File: src/rtl/mcs_io_sequencer.sv
// Converts the MicroBlaze MCS strobe IO bus into the registered single-transaction
// signal set consumed by the FPro MCS bridge (rw pulse, byte enables, word address, data).
module mcs_io_sequencer #(
  parameter int RD_WAIT = 2
) (
  input  logic        clk,
  input  logic        reset,
  input  logic        io_addr_strobe,
  input  logic        io_read_strobe,
  input  logic        io_write_strobe,
  input  logic [31:0] io_address,
  input  logic [3:0]  io_byte_enable,
  input  logic [31:0] io_write_data,
  output logic [31:0] io_read_data,
  output logic        io_ready,
  output logic        br_rw,
  output logic [3:0]  br_byte_enable,
  output logic [29:0] br_address,
  output logic [31:0] br_write_data,
  input  logic [31:0] br_read_data,
  output logic        seq_overrun
);

  typedef enum logic [1:0] {
    IDLE,
    WR,
    RD,
    DONE
  } state_t;

  localparam logic [3:0] RD_LOAD = 4'(RD_WAIT - 1);

  state_t      state;
  state_t      state_next;
  logic [3:0]  wait_cnt;
  logic        accept_wr;
  logic        accept_rd;
  logic        rd_sample;
  logic        unused_addr_bits;

  // Byte offset is meaningless to the word-addressed bridge.
  assign unused_addr_bits = ^io_address[1:0];

  // Write wins over read when both strobes arrive together.
  assign accept_wr = (state == IDLE) && io_addr_strobe && io_write_strobe;
  assign accept_rd = (state == IDLE) && io_addr_strobe && io_read_strobe && !io_write_strobe;
  assign rd_sample = (state == RD) && (wait_cnt == 4'd0);

  always_ff @(posedge clk or posedge reset) begin
    if (reset) begin
      state <= IDLE;
    end else begin
      state <= state_next;
    end
  end

  always_comb begin
    state_next = state;
    br_rw      = 1'b0;
    io_ready   = 1'b0;
    case (state)
      IDLE: begin
        if (accept_wr) begin
          state_next = WR;
        end else if (accept_rd) begin
          state_next = RD;
        end
      end
      WR: begin
        br_rw      = 1'b1;
        state_next = DONE;
      end
      RD: begin
        if (rd_sample) begin
          state_next = DONE;
        end
      end
      DONE: begin
        io_ready   = 1'b1;
        state_next = IDLE;
      end
      default: state_next = IDLE;
    endcase
  end

  // Bridge-side request registers hold until the next accepted strobe.
  always_ff @(posedge clk or posedge reset) begin
    if (reset) begin
      br_address     <= '0;
      br_byte_enable <= '0;
      br_write_data  <= '0;
    end else begin
      if (accept_wr || accept_rd) begin
        br_address     <= io_address[31:2];
        br_byte_enable <= io_byte_enable;
      end
      if (accept_wr) begin
        br_write_data <= io_write_data;
      end
    end
  end

  always_ff @(posedge clk or posedge reset) begin
    if (reset) begin
      wait_cnt <= '0;
    end else if (accept_rd) begin
      wait_cnt <= RD_LOAD;
    end else if ((state == RD) && (wait_cnt != 4'd0)) begin
      wait_cnt <= wait_cnt - 4'd1;
    end
  end

  always_ff @(posedge clk or posedge reset) begin
    if (reset) begin
      io_read_data <= '0;
    end else if (rd_sample) begin
      io_read_data <= br_read_data;
    end
  end

  // Any strobe seen outside IDLE is dropped; remember that it happened.
  always_ff @(posedge clk or posedge reset) begin
    if (reset) begin
      seq_overrun <= 1'b0;
    end else if (io_addr_strobe && (state != IDLE)) begin
      seq_overrun <= 1'b1;
    end
  end

endmodule
File: config.mk
export PLATFORM = sky130hd
export DESIGN_NAME = mcs_io_sequencer
export DESIGN_NICKNAME = d
export VERILOG_FILES = /design/src/rtl/mcs_io_sequencer.sv
export SDC_FILE = /design/constraint.sdc
export NUM_CORES = 1
export LEC_CHECK = 0
export CAP_MARGIN = 20
export CELL_PAD_IN_SITES_DETAIL_PLACEMENT = 0
export CELL_PAD_IN_SITES_GLOBAL_PLACEMENT = 1
export CORE_MARGIN = 2
export CORE_UTILIZATION = 31
export DETAILED_ROUTE_END_ITERATION = 6
export HOLD_SLACK_MARGIN = 0.05
export PLACE_DENSITY = 0.86
export SYNTH_ARGS = -nofsm -noshare
export SYNTH_HDL_FRONTEND = slang
export SYNTH_SLANG_ARGS = --single-unit
File: constraint.sdc
create_clock -name clk -period 4.6 [get_ports clk]
set_input_delay 0.69 -clock clk [delete_from_list [all_inputs] [get_ports clk]]
set_output_delay 0.69 -clock clk [all_outputs]
set_load 0.05 [all_outputs]
==> results by group, run 1 <==
Run status
  – Status: finished clean

Synthesis
  – Mapped Cells: 251
  – Ys async rst share: 1.00
  – Post-synth EDFFs: 0
  – Warnings from Yosys: 0
  – Synth area leaders: dfrtp_1 64%, mux2_2 25%, mux2_1 1.6%
  – Mapped Area: 0.00410 sq mm
  – Main synth FF type: dfrtp_1
  – Yosys reg bits: 105
  – Synth top cells by count: 105 x dfrtp_1, 92 x mux2_2, 7 x inv_1
  – Register area share after synthesis: 0.640
  – Distinct cell type count after synthesis: 31
  – Largest area contributor in the netlist: dfrtp_1
  – Count leader, synth: dfrtp_1
  – Post-Syn Nets: 361
  – Synth top area share: 0.640
  – Mean post-synth cell area: 16.3 sq um

Timing
  – Slew headroom: 0.418
  – Slew Viols, Final: 0
  – Worst-Margin Slew: 871 ps
  – Final Hold Vio Count: 0
  – Fmax: 402 MHz
  – Fin crit period: 2490 ps
  – Sum Neg Setup Slack: 0 ps
  – Final WS setup: 2110 ps
  – Tcrit/Tclk final: 0.541
  – Final Skew: 3.02 ps
  – Final setup vio count: 0
  – Unrepaired setup endpoints after global routing: false

Run
  – Max capacitance violation total: 0

Floorplanning
  – Full die area: 0.0142 sq mm
  – Die height: 119 um
  – Initial core utilization: 0.314
  – # rows: 42
  – Die Wd: 119 um
  – Core area: 0.0131 sq mm
  – I/O Pins: 206

Layout
  – Number of antenna diodes: 0
  – Nets: 569
  – Layout area overhead: 61.9%
  – Layout cells sized above 1: 0.256
  – Final Cell Area: 0.00664 sq mm

Worst setup path
  – Crit start category: flop
  – CP Cell Sequence: inv_1 -> ha_1 -> clkdlybuf4s50_1
  – Crit path kind: flop to output port
  – CP required: 3910 ps
  – CP endpoint kind: output port
  – Max Fanout on Critical Path: 3
  – CP arrival: 1800 ps
  – Critical Path Max Stage Delay: 800 ps
  – CP max-delay cell: clkdlybuf4s50_1
  – Flop-to-flop setup slack: 2160 ps

Placement
  – Pre-CTS setup slack: 1880 ps
  – Port bufs: 203
  – GPL Wtd Cong: 0.717
  – Cell Area, Placed: 0.00630 sq mm
  – Placed wire-length estimate: 7160 um

Worst hold path
  – Hold crit path type: flop to flop

Clock network
  – Clock Path Buffers: 2
  – Worst-skew pair later-pin latency: 340 ps
  – TritonCTS clock tree: built
  – Setup bufs post-CTS: 0
  – CTS Buf Count: 9
  – # resized after CTS: 0
  – CTS Root Cell: clkbuf_16
  – CTS clock-pin slew for the worst setup and hold paths: 70 ps
  – H-tree depth: 3
  – CTS sink cnt: 105
  – CTS Hold Bufs: 0

Global route
  – Initial antenna violation count: 0
  – Number of global-route vias before repair: 3141
  – GR Util All Layers: 0.142
  – Largest net degree at the start of global routing: 87
  – GRT overflow: 0
  – First-pass GRT wire length: 15700 um

Drt
  – Drt first pass iters: 4
  – Detail Route Antenna Nets: 0
  – First DRT Iteration DRCs: 76
  – WL/cell: 15.1 um
  – Total wire length: 9640 um
  – DRC viols: 0
  – Vias: 2852
  – DR vias/cell: 4.46

Pwr
  – Switching Share: 0.457
  – P_sw: 2.56 mW
  – Seq pwr share: 0.286
  – Pwr per Cell Area: 842 mW/mm^2
  – Combinational power share: 0.570
  – Peak supply drop: 0.507 mV
  – Power share of the clock group: 0.144
  – Internal power: 3.04 mW
  – Leak: 2.83 nW
-- power groups by stage --
stage	registers, mW	logic, mW	clock network [mW]
final	1.60	3.19	0.806
after global routing	1.66	3.32	0.878
after CTS	1.61	3.22	0.839
after detailed placement	1.62	3.21	0
after global placement	1.59	3.18	0
after floorplan	3.07	0.655	0
-- sequential cells by signal, summed over array words and instances (netlist names) --
name            cells
seq_overrun         1
io_read_data       32
state               2
wait_cnt            4
br_write_data      32
br_address         30
br_byte_enable      4
-- worst max-delay path, delay by kind of cell, from the launching register on --
| family | cells | cell delay, ps |
|---|---|---|
| adder cells (fa/ha/maj) | 1 | 150 |
| buffers and inverters | 2 | 900 |
| flip-flops | 1 | 400 |
-- layout by cell type, fill, tap and decap left out, types with 2 or more instances in the layout --
cell             count
a21oi_1              4
mux2_1               6
clkinv_2             3
mux2_2              92
ha_1                 5
dfrtp_1            105
clkbuf_16            9
inv_1                6
clkdlybuf4s50_1    203
nor2_1               2
bufinv_16            2
buf_4                3
-- metrics by stage --
step           hold WS, ps  total power, mW   util  cells
2_1_floorplan          537             3.72      -    251
3_3_place_gp           444             4.77  0.482    623
3_5_place_dp           457             4.83  0.482    623
4_1_cts                477             5.66  0.506    639
5_1_grt                496             5.86  0.508    640
6_report               472             5.59  0.508    640
-- layout make-up --
cell class | count | area [sq um]
Fill cell | 1113 | 6440
Sequential cell | 105 | 2630
Timing Repair Buffer | 207 | 2080
Multi-Input combinational cell | 129 | 1370
Clock buffer | 10 | 229
Tap cell | 176 | 220
Clock inverter | 6 | 82.6
Inverter | 7 | 28.8
-- metal layers --
metal  vias up  part of all wire  track usage
met2       144              0.48        0.227
met5         -                 0            0
met3        13              0.11       0.0627
li1       1299                 -            -
met4         0             0.021       0.0744
met1      1396              0.39        0.159
-- logic make-up after synthesis --
logic type	after synthesis	synth area share
AOI/OAI and AO/OA	12	0.0235
muxes	98	0.269
adders and majority gates	5	0.0152
buffers and inverters	17	0.0250
DFF	105	0.640
and+or+nand+nor	14	0.0268
-- path summary, 6_finish.rpt --
check / from / endpoint / cells past startpoint
max reg2reg: state[0] / io_read_data[23] / 6
min reg2reg: seq_overrun / seq_overrun / 1
max in group asynchronous: reset / br_address[17] / 3
min in group asynchronous: reset / io_read_data[11] / 2
max: state[1] / br_rw / 3
min: seq_overrun / seq_overrun / 1
Power figures use the tool's default switching activity.
==> inputs of run 2 (changes only) <==
--- a/config.mk
+++ b/config.mk
@@ -9,10 +9,10 @@
 export CELL_PAD_IN_SITES_DETAIL_PLACEMENT = 0
 export CELL_PAD_IN_SITES_GLOBAL_PLACEMENT = 1
 export CORE_MARGIN = 2
-export CORE_UTILIZATION = 31
+export CORE_UTILIZATION = 28
 export DETAILED_ROUTE_END_ITERATION = 6
 export HOLD_SLACK_MARGIN = 0.05
-export PLACE_DENSITY = 0.86
+export PLACE_DENSITY = 0.83
 export SYNTH_ARGS = -nofsm -noshare
 export SYNTH_HDL_FRONTEND = slang
 export SYNTH_SLANG_ARGS = --single-unit
==> constraint.sdc (replaced) <==
create_clock -name clk -period 2 [get_ports clk]
set_input_delay 0.3 -clock clk [delete_from_list [all_inputs] [get_ports clk]]
set_output_delay 0.3 -clock clk [all_outputs]
set_load 0.05 [all_outputs]
==> run 2 against run 1 <==
Against the previous run: clock power grew 110%; first-iteration DRC count rose by 5.3%; sequential share of layout area fell by 0.24 points; power grew 130%; hold slack worse by 180 ps; sequential cell count stayed put; critical path type unchanged; largest power group unchanged; highest routed layer unchanged.
==> results by group, run 2 (synthesized netlist as in run 1, its figures left out) <==
Clock network
  – Clock Path Buffers: 2 (unchanged)
  – CTS sink cnt: 105 (unchanged)
  – # resized after CTS: 0 (unchanged)
  – CTS clock-pin slew for the worst setup and hold paths: 70 ps (about the same)
  – TritonCTS clock tree: built
  – CTS Buf Count: 9 (unchanged)
  – H-tree depth: 3 (unchanged)
  – CTS Hold Bufs: 0 (unchanged)
  – CTS Root Cell: clkbuf_16
  – Setup bufs post-CTS: 0 (unchanged)
  – Worst-skew pair later-pin latency: 350 ps (about the same)

Floorplanning
  – Full die area: 0.0156 sq mm (+10%)
  – Initial core utilization: 0.284 (-0.0291)
  – Die Wd: 125 um (+5.0%)
  – Core area: 0.0144 sq mm (+10%)
  – I/O Pins: 206 (unchanged)
  – Die height: 125 um (+5.0%)
  – # rows: 44 (+4.8%)

Worst setup path
  – Max Fanout on Critical Path: 2 (-1)
  – CP max-delay cell: clkdlybuf4s50_1
  – Crit path kind: flop to output port
  – CP endpoint kind: output port
  – WP buf/inv: 1 (-1)
  – CP Cell Sequence: clkdlybuf4s50_1
  – Critical Path Max Stage Delay: 830 ps (+30 ps)
  – CP delay by family, top: buffers and inverters
  – Crit start category: flop
  – CP required: 1700 ps (-2210 ps)
  – CP arrival: 1530 ps (-270 ps)

Layout
  – Commonest cells after routing, fill and taps aside: 201 x clkdlybuf4s50_1, 105 x dfrtp_1, 92 x mux2_2
  – Layout cells sized above 1: 0.266 (+0.00963)
  – Layout area overhead: 62.9%
  – Commonest non-fill, non-tap cell in the layout: clkdlybuf4s50_1
  – Nets: 571 (+0.35%)
  – Number of antenna diodes: 0 (unchanged)
  – Non-filler cells, final: 650 (+1.6%)
  – Largest registers: br_write_data: 32 flops, io_read_data: 32 flops, br_address: 30 flops

Global route
  – First-pass GRT wire length: 16000 um (+1.9%)
  – Initial antenna violation count: 0 (unchanged)
  – GRT overflow: 0 (unchanged)
  – GR Util All Layers: 0.129 (-0.0128)
  – Largest net degree at the start of global routing: 49 (-44%)
  – Number of global-route vias before repair: 3121 (-0.64%)

Timing
  – Fmax: 545 MHz
  – Tcrit/Tclk final: 0.917
  – Slew headroom: 0.636 (+0.218)
  – Fin crit period: 1830 ps
  – Worst-Margin Slew: 544 ps (-326 ps)
  – Final hold slack: 293 ps (-179 ps)
  – Sum Neg Setup Slack: 0 ps (unchanged)
  – Final Skew: 8.09 ps (+5.07 ps)
  – Final setup vio count: 0 (unchanged)
  – Slew Viols, Final: 0 (unchanged)
  – Unrepaired setup endpoints after global routing: false
  – Final Hold Vio Count: 0 (unchanged)

Worst hold path
  – Hold crit path type: input port to asynchronous set/reset pin

Pwr
  – Combinational power share: 0.579 (+0.009)
  – Seq pwr share: 0.287 (about the same)
  – Power share of the clock group: 0.134 (-0.010)
  – P_sw: 5.95 mW (+130%)
  – Pwr per Cell Area: 1910 mW/mm^2 (+130%)
  – Switching Share: 0.466 (+0.00893)
  – Total power: 12.8 mW (+130%)
  – Internal power: 6.81 mW (+120%)
  – Leak: 2.84 nW (+0.45%)
  – Peak supply drop: 1.02 mV (+100%)

Drt
  – Detail Route Antenna Nets: 0 (unchanged)
  – DR vias/cell: 4.42 (-0.85%)
  – First DRT Iteration DRCs: 80 (+5.3%)
  – Vias: 2872 (+0.70%)
  – WL/cell: 15.0 um (-0.49%)
  – Total wire length: 9740 um (+1.1%)
  – DRC viols: 0 (unchanged)
  – Drt first pass iters: 4 (unchanged)

Placement
  – GPL Wtd Cong: 0.682 (-4.9%)
  – Inst Count DP: 634 (+1.8%)
  – Port bufs: 203 (unchanged)
  – Placed wire-length estimate: 7290 um (+1.7%)

Run status
  – Status: finished clean

Run
  – Max capacitance violation total: 0 (unchanged)
## run 2: cell count changes in the layout (fill, tap and decap cells not counted), sizes merged
cell           before  now
buf                 4    8
clkdlybuf4s50     203  201
inv                 7    9
clkinv              3    2
clkinvlp            1    2
bufinv              2    0
## run 2: path summary, 6_finish.rpt
kind	start	to	slack (ps)	cells after the start
worst max-delay path	br_write_data[23]	br_write_data[23]	170	1
worst min-delay path	reset	br_address[21]	290	2
worst max register to register	state[0]	io_read_data[16]	200	6
worst min register to register	seq_overrun	seq_overrun	460	1
max in group asynchronous	reset	io_read_data[6]	1120	3
min in group clk	seq_overrun	seq_overrun	460	1
## run 2: layout make-up
type | instances | area, sq um
Inverter | 7 | 30.0
Tap cell | 184 | 230
Multi-Input combinational cell | 129 | 1370
Fill cell | 1288 | 7740
Clock inverter | 6 | 50.0
Timing Repair Buffer | 209 | 2130
Clock buffer | 10 | 239
Sequential cell | 105 | 2630
## run 2: layer usage
metal  GRT usage  vias to the layer above  routed length (um)
li1            -                     1314                   -
met3      0.0723                        9                1090
met4      0.0353                        0                 117
met5           0                        -                   0
met2       0.216                      137                4760
met1       0.141                     1412                3770
## run 2: power by group through the flow
stage / logic, mW / registers (mW) / clock network [mW]
floorplan: 1.51 / 7.05 / 0
global route: 7.69 / 3.81 / 1.87
CTS: 7.46 / 3.68 / 1.79
detailed placement: 7.44 / 3.72 / 0
global placement: 7.36 / 3.64 / 0
finish: 7.38 / 3.67 / 1.71
## run 2: through the flow
stage | util | setup slack (ps) | instance area [sq um]
after floorplan | - | 339 | 4110
after global placement | 0.443 | 257 | 6390
after detailed placement | 0.443 | 208 | 6390
after CTS | 0.463 | 123 | 6680
after global routing | 0.463 | 83.1 | 6680
final | 0.463 | 165 | 6680
